File: config.mk
export PLATFORM = sky130hd
export DESIGN_NAME = ps2_kbd_rx
export DESIGN_NICKNAME = d
export VERILOG_FILES = /design/src/rtl/ps2_kbd_rx.sv
export SDC_FILE = /design/constraint.sdc
export NUM_CORES = 1
export LEC_CHECK = 0
export CAP_MARGIN = 10
export CORE_ASPECT_RATIO = 1.5
export CORE_MARGIN = 1.5
export CORE_UTILIZATION = 50
export CTS_CLUSTER_SIZE = 40
export DETAILED_ROUTE_END_ITERATION = 16
export GPL_ROUTABILITY_DRIVEN = 1
export GPL_TIMING_DRIVEN = 0
export PLACE_DENSITY_LB_ADDON = 0.1
export SKIP_CTS_REPAIR_TIMING = 1
export SYNTH_ARGS = -nofsm -noshare
export SYNTH_HDL_FRONTEND = slang
export SYNTH_SLANG_ARGS = --single-unit
File: constraint.sdc
create_clock -name clk -period 2.1 [get_ports clk]
set_input_delay 0.21 -clock clk [delete_from_list [all_inputs] [get_ports clk]]
set_output_delay 0.21 -clock clk [all_outputs]
set_load 0.005 [all_outputs]
File: src/rtl/ps2_kbd_rx.sv
// ps2_kbd_rx: PS/2 keyboard receiver with a show-ahead scan-code FIFO.
// Raw pads are synchronized, the clock pad is glitch-filtered, 11-bit frames
// are deframed and checked, and good bytes are queued for the CPU. One
// status/data word exposes the head byte, fill level and sticky error flags.
module ps2_kbd_rx #(
  parameter int FILTER  = 8,      // consecutive equal samples before the filtered clock moves
  parameter int TIMEOUT = 20000,  // idle cycles mid-frame before the frame is abandoned
  parameter int DEPTH   = 8       // FIFO entries, power of 2, at most 8
) (
  input  logic        clk,
  input  logic        rst,
  input  logic        ps2_clk,
  input  logic        ps2_data,
  input  logic        rd,
  output logic [31:0] data_out,
  output logic        ready
);

  localparam int FW = $clog2(FILTER + 1);
  localparam int TW = $clog2(TIMEOUT + 1);
  localparam int PW = (DEPTH > 1) ? $clog2(DEPTH) : 1;

  typedef enum logic [1:0] {
    ST_IDLE   = 2'd0,
    ST_DATA   = 2'd1,
    ST_PARITY = 2'd2,
    ST_STOP   = 2'd3
  } state_t;

  // ---------------------------------------------------------------------
  // Input synchronizers and clock filter
  // ---------------------------------------------------------------------
  logic [1:0]    sync1_reg;      // [0] = ps2_clk, [1] = ps2_data
  logic [1:0]    sync2_reg;
  logic          clk_s;
  logic          data_s;
  logic          filt_clk_reg;
  logic          filt_prev_reg;
  logic [FW-1:0] filt_cnt_reg;
  logic          sample_pulse;

  assign clk_s  = sync2_reg[0];
  assign data_s = sync2_reg[1];

  // Two-flop synchronizers on both pads; idle level of a PS/2 line is high.
  always_ff @(posedge clk or posedge rst) begin
    if (rst) begin
      sync1_reg <= 2'b11;
      sync2_reg <= 2'b11;
    end else begin
      sync1_reg <= {ps2_data, ps2_clk};
      sync2_reg <= sync1_reg;
    end
  end

  // The filtered clock follows the synchronized clock only after FILTER
  // consecutive samples disagree with it, so short glitches are ignored.
  always_ff @(posedge clk or posedge rst) begin
    if (rst) begin
      filt_clk_reg  <= 1'b1;
      filt_prev_reg <= 1'b1;
      filt_cnt_reg  <= '0;
    end else begin
      filt_prev_reg <= filt_clk_reg;
      if (clk_s != filt_clk_reg) begin
        if (filt_cnt_reg == FW'(FILTER - 1)) begin
          filt_clk_reg <= clk_s;
          filt_cnt_reg <= '0;
        end else begin
          filt_cnt_reg <= filt_cnt_reg + FW'(1);
        end
      end else begin
        filt_cnt_reg <= '0;
      end
    end
  end

  // One-cycle pulse on each falling edge of the filtered clock; both terms
  // are registers, so the pulse is glitch-free.
  assign sample_pulse = filt_prev_reg & ~filt_clk_reg;

  // ---------------------------------------------------------------------
  // Deframer
  // ---------------------------------------------------------------------
  state_t        state_reg, state_next;
  logic [7:0]    shift_reg, shift_next;
  logic [2:0]    bit_cnt_reg, bit_cnt_next;
  logic          parity_reg, parity_next;
  logic [TW-1:0] to_cnt_reg, to_cnt_next;
  logic          push_reg, push_next;
  logic          err_set_reg, err_set_next;

  // Deframer state and datapath registers.
  always_ff @(posedge clk or posedge rst) begin
    if (rst) begin
      state_reg   <= ST_IDLE;
      shift_reg   <= '0;
      bit_cnt_reg <= '0;
      parity_reg  <= 1'b0;
      to_cnt_reg  <= '0;
      push_reg    <= 1'b0;
      err_set_reg <= 1'b0;
    end else begin
      state_reg   <= state_next;
      shift_reg   <= shift_next;
      bit_cnt_reg <= bit_cnt_next;
      parity_reg  <= parity_next;
      to_cnt_reg  <= to_cnt_next;
      push_reg    <= push_next;
      err_set_reg <= err_set_next;
    end
  end

  // Frame walk: start, 8 data bits LSB first, odd parity, stop. A good frame
  // raises push for one cycle; a bad one raises err_set. The shift register
  // holds the byte until the next start bit, so it doubles as FIFO write data.
  always_comb begin
    state_next   = state_reg;
    shift_next   = shift_reg;
    bit_cnt_next = bit_cnt_reg;
    parity_next  = parity_reg;
    to_cnt_next  = to_cnt_reg;
    push_next    = 1'b0;
    err_set_next = 1'b0;

    if (sample_pulse || (state_reg == ST_IDLE)) begin
      to_cnt_next = '0;
    end else begin
      to_cnt_next = to_cnt_reg + TW'(1);
    end

    case (state_reg)
      ST_IDLE: begin
        if (sample_pulse && !data_s) begin
          shift_next   = '0;
          bit_cnt_next = '0;
          state_next   = ST_DATA;
        end
      end
      ST_DATA: begin
        if (sample_pulse) begin
          shift_next   = {data_s, shift_reg[7:1]};
          bit_cnt_next = bit_cnt_reg + 3'd1;
          if (bit_cnt_reg == 3'd7) begin
            state_next = ST_PARITY;
          end
        end
      end
      ST_PARITY: begin
        if (sample_pulse) begin
          parity_next = data_s;
          state_next  = ST_STOP;
        end
      end
      ST_STOP: begin
        if (sample_pulse) begin
          state_next = ST_IDLE;
          if ((^shift_reg ^ parity_reg) && data_s) begin
            push_next = 1'b1;
          end else begin
            err_set_next = 1'b1;
          end
        end
      end
      default: begin
        state_next = ST_IDLE;
      end
    endcase

    // A stalled frame is abandoned silently; err is not touched.
    if ((state_reg != ST_IDLE) && !sample_pulse && (to_cnt_reg == TW'(TIMEOUT - 1))) begin
      state_next  = ST_IDLE;
      to_cnt_next = '0;
    end
  end

  // ---------------------------------------------------------------------
  // Scan-code FIFO and status flags
  // ---------------------------------------------------------------------
  logic [7:0]    mem [DEPTH];
  logic [PW-1:0] wr_ptr_reg;
  logic [PW-1:0] rd_ptr_reg;
  logic [3:0]    count_reg;
  logic [3:0]    count_next;
  logic          overflow_reg;
  logic          err_reg;
  logic          full;
  logic          do_pop;
  logic          do_push;
  logic          ovf_set;
  logic [DEPTH-1:0] wr_sel;
  logic [7:0]    head;

  assign full    = (count_reg == 4'(DEPTH));
  assign do_pop  = rd && (count_reg != 4'd0);
  assign do_push = push_reg && (!full || do_pop);
  assign ovf_set = push_reg && full && !do_pop;

  // One-hot write select per storage entry.
  genvar gi;
  generate
    for (gi = 0; gi < DEPTH; gi++) begin : g_wr_sel
      assign wr_sel[gi] = do_push && (wr_ptr_reg == PW'(gi));
    end
  endgenerate

  // Fill level: simultaneous push and pop leave it unchanged.
  always_comb begin
    count_next = count_reg;
    case ({do_push, do_pop})
      2'b10:   count_next = count_reg + 4'd1;
      2'b01:   count_next = count_reg - 4'd1;
      default: count_next = count_reg;
    endcase
  end

  // Pointers, count and sticky flags; a flag set in the rd cycle wins.
  always_ff @(posedge clk or posedge rst) begin
    if (rst) begin
      wr_ptr_reg   <= '0;
      rd_ptr_reg   <= '0;
      count_reg    <= '0;
      overflow_reg <= 1'b0;
      err_reg      <= 1'b0;
    end else begin
      if (do_push) begin
        wr_ptr_reg <= (wr_ptr_reg == PW'(DEPTH - 1)) ? '0 : wr_ptr_reg + PW'(1);
      end
      if (do_pop) begin
        rd_ptr_reg <= (rd_ptr_reg == PW'(DEPTH - 1)) ? '0 : rd_ptr_reg + PW'(1);
      end
      count_reg <= count_next;

      if (ovf_set) begin
        overflow_reg <= 1'b1;
      end else if (rd) begin
        overflow_reg <= 1'b0;
      end

      if (err_set_reg) begin
        err_reg <= 1'b1;
      end else if (rd) begin
        err_reg <= 1'b0;
      end
    end
  end

  // Byte storage; contents need no reset because the head is masked when empty.
  always_ff @(posedge clk) begin
    for (int i = 0; i < DEPTH; i++) begin
      if (wr_sel[i]) begin
        mem[i] <= shift_reg;
      end
    end
  end

  // Status word built from registers only; rd never reaches it combinationally.
  assign ready    = (count_reg != 4'd0);
  assign head     = ready ? mem[rd_ptr_reg] : 8'h00;
  assign data_out = {16'h0000, count_reg, 1'b0, err_reg, overflow_reg, ready, head};

endmodule

==> results of run 1 <==
[area by class of cell]
| cell class | instances | area, um2 |
|---|---|---|
| Sequential cell | 117 | 3260 |
| Clock inverter | 14 | 209 |
| Multi-Input combinational cell | 229 | 1860 |
| Inverter | 19 | 71.3 |
| Tap cell | 141 | 176 |
| Buffer | 33 | 250 |
| Timing Repair Buffer | 37 | 343 |
| Fill cell | 792 | 3600 |
| Clock buffer | 18 | 429 |
[power groups by stage]
stage / registers (uW) / logic [uW] / clock network, uW
final: 2970 / 2370 / 3070
after global routing: 3010 / 2620 / 3220
after floorplan: 2930 / 1500 / 0
after detailed placement: 3000 / 2110 / 0
after CTS: 2960 / 2120 / 3130
after global placement: 2980 / 2060 / 0
[cell families after synthesis]
| group | count (synthesis) | synth area share |
|---|---|---|
| AOI/OAI and AO/OA | 38 | 0.0489 |
| xor gates and xnor gates | 21 | 0.0399 |
| adders and majority gates | 18 | 0.0425 |
| buffers and inverters | 53 | 0.0548 |
| DFF | 117 | 0.614 |
| muxes | 30 | 0.0954 |
| other | 1 | 0.000708 |
| and+or+nand+nor | 105 | 0.103 |
[worst max-delay path: stages (launching register included)]
cell and delay (ns):
dfrtp_1 0.40, buf_12 0.13, buf_12 0.12, buf_4 0.11, mux4_2 0.49, mux2i_1 0.16, nor2_1 0.07, clkbuf_2 0.11
[placed cells by master (no fill, tap or decap), drive strengths merged, types with 3 or more instances in the layout]
master,synthesis,final
a21o,3,3
a21oi,7,7
and2,3,3
and3,8,8
and4,3,3
buf,27,44
bufinv,0,5
clkbuf,7,32
clkdlybuf4s50,0,10
clkinv,0,6
clkinvlp,0,3
conb,1,17
dfrtp,47,47
dfstp,6,6
edfxtp,64,64
ha,18,18
inv,19,19
mux2,4,4
mux2i,10,10
mux4,16,16
nand2,14,14
nand3,15,15
nand4,5,5
nor2,31,31
nor2b,4,4
nor3,5,5
o21ai,17,17
or3,3,3
or4,3,3
xnor2,8,8
xor2,11,11
[path summary, 6_finish.rpt]
check                                          start                       end  slack [ns]  cells after the start
setup / recovery           rd_ptr_reg[0]$_DFFE_PP0N_               data_out[2]       -0.09                      7
hold / removal                                   rst   to_cnt_reg[5]$_DFF_PP0_        0.16                      2
setup reg to reg            count_reg[3]$_DFFE_PP0P_  count_reg[2]$_DFFE_PP0P_        0.06                      7
hold reg to reg               sync1_reg[1]$_DFF_PP1_    sync2_reg[1]$_DFF_PP1_        0.36                      0
max in group asynchronous                        rst  count_reg[3]$_DFFE_PP0P_        1.39                      3
min in group clk                            ps2_data    sync1_reg[1]$_DFF_PP1_        0.21                      1
[metal layers]
metal / up-vias / track usage
met5: - / 0
met4: 0 / 0.0674
met3: 8 / 0.0541
met2: 42 / 0.328
met1: 1543 / 0.201
li1: 1495 / -
[per-stage QoR]
| step | cell area (um2) | hold WS [ns] | cells | util | setup TNS (ns) |
|---|---|---|---|---|---|
| detailed placement | 5760 | 0.348 | 561 | 0.565 | -15.34 |
| finish | 6590 | 0.161 | 608 | 0.647 | -0.520 |
| floorplan | 5360 | 0.214 | 399 | - | 0 |
| CTS | 6390 | 0.162 | 593 | 0.627 | -9.65 |
| global route | 6590 | 0.192 | 608 | 0.647 | -1.15 |
| global placement | 5740 | 0.346 | 560 | 0.563 | -31.60 |
==> results by group, run 1 <==
Outcome
  – Run status: finished, violations left
  – Failing checks: setup timing

Setup path
  – CP Capture Type: output port
  – CP Data Required Time: 1.89 ns
  – Critical path peak fanout: 8
  – CP Class: flip-flop to output port
  – Crit start category: flip-flop
  – Worst EP arrival: 1.98 ns

Clocking
  – Clock Sinks: 117
  – Clock transition at path regs: approximately 0.05 ns
  – Clock buffer depth: 2
  – TritonCTS buffer count: 17
  – Root buffer cell: clkbuf_16
  – H-tree depth: 4
  – Clock latency on the worst-skew pair: roughly 0.40 ns
  – CTS tree: built

Power and ir drop
  – Power Total: approximately 8400 uW
  – Peak VDD IR: roughly 0.00072 V
  – Leak: 0.00277 uW
  – P_int: 6060 uW
  – Seq pwr share: 0.353
  – Comb power frac: 0.282
  – Sw frac: 0.280
  – PwrDens: ~1300 nW/um2
  – Switch Pwr: approximately 2400 uW
  – Clock Power Share: 0.365

Die
  – Total core area: 10,200 um2
  – Chip height: between 100 and 150 um
  – Initial Util: 0.520
  – Die width: 87.1 um
  – Row count: 45
  – Die area: 11,200 um2
  – IO Pins: 38

Route
  – Met2 Routed Length: around 5300 um
  – Drt drc: 0
  – Iteration-0 DRC Markers: 152
  – Via/cell ratio: 5.08
  – Avg WL per Cell: 15.4 um
  – WL met3: 197 um
  – DR top layer: met4
  – Post-route ant nets: 0
  – Routed WL: 9390 um
  – Drt pass-1 iters: 4
  – M1 wire length: 3760 um
  – Via count: 3,088

STA
  – Final Hold Violating Endpoints: 0
  – # setup viols final: 8
  – Worst slew pin tran: 0.704 ns
  – Max_slew headroom: 0.531
  – Skew final: 0.00568 ns
  – Final Max Tran Viols: 0
  – Peak Freq: around 0.46 GHz
  – Final worst slack: -0.0917 ns
  – Unrepaired setup endpoints after global routing: true
  – Tmin final: ~2.2 ns
  – Tcrit/Tclk final: 1.04

Yosys
  – Syn Std Cell Area: 5300 um2
  – Synth top cells by count: edfxtp_1, dfrtp_1, nor2_1, buf_4, inv_1
  – Leading area contributor after synthesis: edfxtp_1
  – Seq cells post-synth: between 100 and 150
  – Sequential fraction of the synthesis area: 0.614
  – Ys Warns: 0
  – Top cells by area, synth: edfxtp_1, dfrtp_1, mux4_2, ha_1, dfstp_2
  – Post-synth EDFFs: 64
  – Distinct cells, synth: 48
  – Cells after Synth: 383
  – Async S/R FF share, synth: 0.453
  – Syn Area/Cell: between 10 and 15 um2
  – Predominant post-synthesis flop cell: edfxtp_1
  – Most frequent cell after synthesis: edfxtp_1
  – Post-synth top area share: 0.363

Hold path
  – Worst Hold Class: input pin to asynchronous set/reset pin

Global routing
  – GRT overflow: 0
  – Vias in the first global route: 3,076
  – Pin count of the biggest net entering global routing: 31
  – First-pass GRT wire length: 15,100 um
  – GRT Total Usage: 0.182
  – Antenna violations before repair: 0

Place
  – GP Congestion: 0.779
  – # port buffers: 20
  – Final HPWL from detailed placement: roughly 6300 um
  – Dpl ws: -0.400 ns

Finish
  – Layout net count: 477
  – Synth-to-Final Area Change: 24.4%
  – Largest register FFs: 64
  – # diodes: 0
  – Share of post-route cells with drive strength above 1: 0.270

Run
  – Max Cap Viol: 0
No activity file was read; power rests on OpenSTA's default activity.
==> inputs of run 2 (changes only) <==
- clock period: 2.1 -> 1.92 ns (I/O delays scaled with it)
==> run 2 against run 1 <==
  * The run still ends with setup timing left
  * Setup slack worse by 0.16 ns
  * Flip-flop and latch count is the same
  * First-iteration DRC count shrank 8.6%
  * Sequential power increased by 8.8%
  * Highest routed layer unchanged
  * Largest cell class unchanged
  * Count of clock-buffer cells in the layout fell by 1
  * Clock power grew 13%
  * Clock skew about the same
  * Cell count grew 1.6%
==> results by group, run 2 (synthesized netlist as in run 1, its figures left out) <==
Finish
  – Synth-to-Final Area Change: 26.7% (was 24.4%)
  – Share of post-route cells with drive strength above 1: 0.304 (was 0.270)
  – Final non-filler cell total: 618 (was 608)
  – Most frequent cells in the layout: edfxtp_1, dfrtp_1, buf_4, nor2_1 (unchanged)
  – # diodes: 0 (unchanged)
  – Commonest non-fill, non-tap cell in the layout: edfxtp_1 (unchanged)
  – Layout net count: 487 (was 477)
  – Largest register FFs: 64 (unchanged)

Power and ir drop
  – P_int: 6790 uW (was 6060 uW)
  – Power Total: 9500 uW (was 8410 uW)
  – Comb power frac: 0.296 (was 0.282)
  – Sw frac: 0.286 (was 0.280)
  – Seq pwr share: 0.340 (was 0.353)
  – Leak: 0.00283 uW (was 0.00277 uW)
  – Switch Pwr: 2710 uW (was 2360 uW)
  – Clock Power Share: 0.364 (was 0.365)
  – Peak VDD IR: 0.000789 V (was 0.000721 V)
  – PwrDens: 1420 nW/um2 (was 1280 nW/um2)

Place
  – GP Congestion: 0.776 (was 0.779)
  – Final HPWL from detailed placement: 6330 um (about the same)
  – Cells after DPL: 561 (unchanged)
  – # port buffers: 20 (unchanged)
  – Dpl ws: -0.537 ns (was -0.400 ns)

STA
  – # setup viols final: 11 (was 8)
  – Skew final: 0.00539 ns (was 0.00568 ns)
  – Hold WS: 0.0459 ns (was 0.161 ns)
  – Final worst slack: -0.250 ns (was -0.0917 ns)
  – Max_slew headroom: 0.521 (was 0.531)
  – Peak Freq: ~0.46 GHz
  – Tmin final: 2.17 ns
  – Unrepaired setup endpoints after global routing: true (unchanged)
  – Tcrit/Tclk final: 1.13
  – Final Hold Violating Endpoints: 0 (unchanged)
  – Final Max Tran Viols: 0 (unchanged)
  – Setup tns final: -1.67 ns (was -0.520 ns)
  – Worst slew pin tran: 0.719 ns (was 0.704 ns)

Clocking
  – CTS tree: built (unchanged)
  – Clock latency on the worst-skew pair: 0.41 ns (was 0.40 ns)
  – H-tree depth: 4 (unchanged)
  – TritonCTS buffer count: 17 (unchanged)
  – Clock buffer depth: 2 (unchanged)
  – Root buffer cell: clkbuf_16 (unchanged)
  – Clock Sinks: 117 (unchanged)
  – Clock transition at path regs: 0.06 ns (was 0.05 ns)

Die
  – Initial Util: 0.520 (unchanged)
  – Chip height: 129 um (unchanged)
  – Die area: 11,200 um2 (unchanged)
  – Die width: 87.1 um (unchanged)
  – IO Pins: 38 (unchanged)
  – Total core area: 10,200 um2 (unchanged)
  – Row count: 45 (unchanged)

Setup path
  – CP Data Required Time: 1.73 ns (was 1.89 ns)
  – CP Class: flip-flop to output port (unchanged)
  – CP Capture Type: output port (unchanged)
  – Critical path peak fanout: 9 (was 8)
  – Most numerous cell on the critical path: buf_12 (unchanged)
  – Worst EP arrival: 1.98 ns (about the same)
  – CP max stage cell: mux4_2 (unchanged)
  – CP cell instances: buf_12, buf_12, buf_4, mux4_2, mux2i_1, nor2_1, clkbuf_2 (unchanged)
  – Max incr delay on CP: 0.48 ns (was 0.49 ns)
  – Crit start category: flip-flop (unchanged)

Global routing
  – First-pass GRT wire length: 14,800 um (was 15,100 um)
  – GRT overflow: 0 (unchanged)
  – Pin count of the biggest net entering global routing: 42 (was 31)
  – Antenna violations before repair: 0 (unchanged)
  – Vias in the first global route: 3,006 (was 3,076)
  – GRT Total Usage: 0.181 (was 0.182)

Run
  – Max Cap Viol: 0 (unchanged)

Outcome
  – Failing checks: setup timing (unchanged)
  – Run status: finished, violations left (unchanged)

Route
  – Via count: 3,126 (was 3,088)
  – Routed WL: 9530 um (was 9390 um)
  – Post-route ant nets: 0 (unchanged)
  – Drt drc: 0 (unchanged)
  – Avg WL per Cell: 15.4 um (about the same)
  – Via/cell ratio: 5.06 (was 5.08)
  – Drt pass-1 iters: 4 (unchanged)
  – Iteration-0 DRC Markers: 139 (was 152)

Hold path
  – Worst Hold Class: input pin to asynchronous set/reset pin (unchanged)
run 2: cell types whose count changed in the layout (fill, tap and decap cells not counted), moves of 3 or more:
cell,previous run,this run
clkinv_2,3,0
buf_4,34,41
buf_6,1,7
clkbuf_1,5,2
run 2: routing by layer:
metal	track usage	share of wire	vias up
met2	0.321	0.56	38
met5	0	0	-
met1	0.198	0.40	1553
met3	0.0535	0.027	15
met4	0.0769	0.018	0
li1	-	-	1520
run 2: per-stage QoR:
step,area (um2),utilization
2_1_floorplan,5360,-
3_3_place_gp,5740,0.563
3_5_place_dp,5760,0.565
4_1_cts,6410,0.629
5_1_grt,6720,0.659
6_report,6720,0.659
run 2: power groups by stage:
stage                     clock (uW)  sequential [uW]  combinational [uW]
final                           3460             3230                2820
after global routing            3620             3270                3090
after CTS                       3500             3240                2330
after detailed placement           0             3290                2310
after global placement             0             3260                2260
after floorplan                    0             3210                1640
run 2: worst paths after layout:
path / from / end / slack, ns / depth (start not counted)
max in group asynchronous: rst / filt_clk_reg$_DFFE_PP1P_ / 1.29 / 3
worst min register to register: sync1_reg[1]$_DFF_PP1_ / sync2_reg[1]$_DFF_PP1_ / 0.36 / 0
worst max-delay path: rd_ptr_reg[0]$_DFFE_PP0N_ / data_out[5] / -0.25 / 7
worst max register to register: count_reg[1]$_DFFE_PP0P_ / count_reg[2]$_DFFE_PP0P_ / -0.06 / 10
min in group clk: ps2_clk / sync1_reg[0]$_DFF_PP1_ / 0.18 / 1
worst min-delay path: rst / rd_ptr_reg[1]$_DFFE_PP0N_ / 0.05 / 2
run 2: cell type report:
class | count | area (um2)
clock inverter | 15 | 229
inverter | 19 | 71.3
tap | 141 | 176
multi-input combinational | 229 | 1870
clock buffer | 17 | 425
timing repair buffer | 46 | 404
sequential | 117 | 3260
fill | 750 | 3480
buffer | 34 | 277
run 2: critical path: cells and delay by family (launching register included):
family	cells	cell delay, ns
buffers and inverters	4	0.45
AND/OR/NAND/NOR	1	0.08
multiplexers	2	0.64
flip-flops	1	0.39
==> inputs of run 3 (changes only) <==
- CTS_CLUSTER_SIZE: 40 -> unset
==> results of run 3 <==
No change in the layout: final DEF, timing and power equal those of run 2.
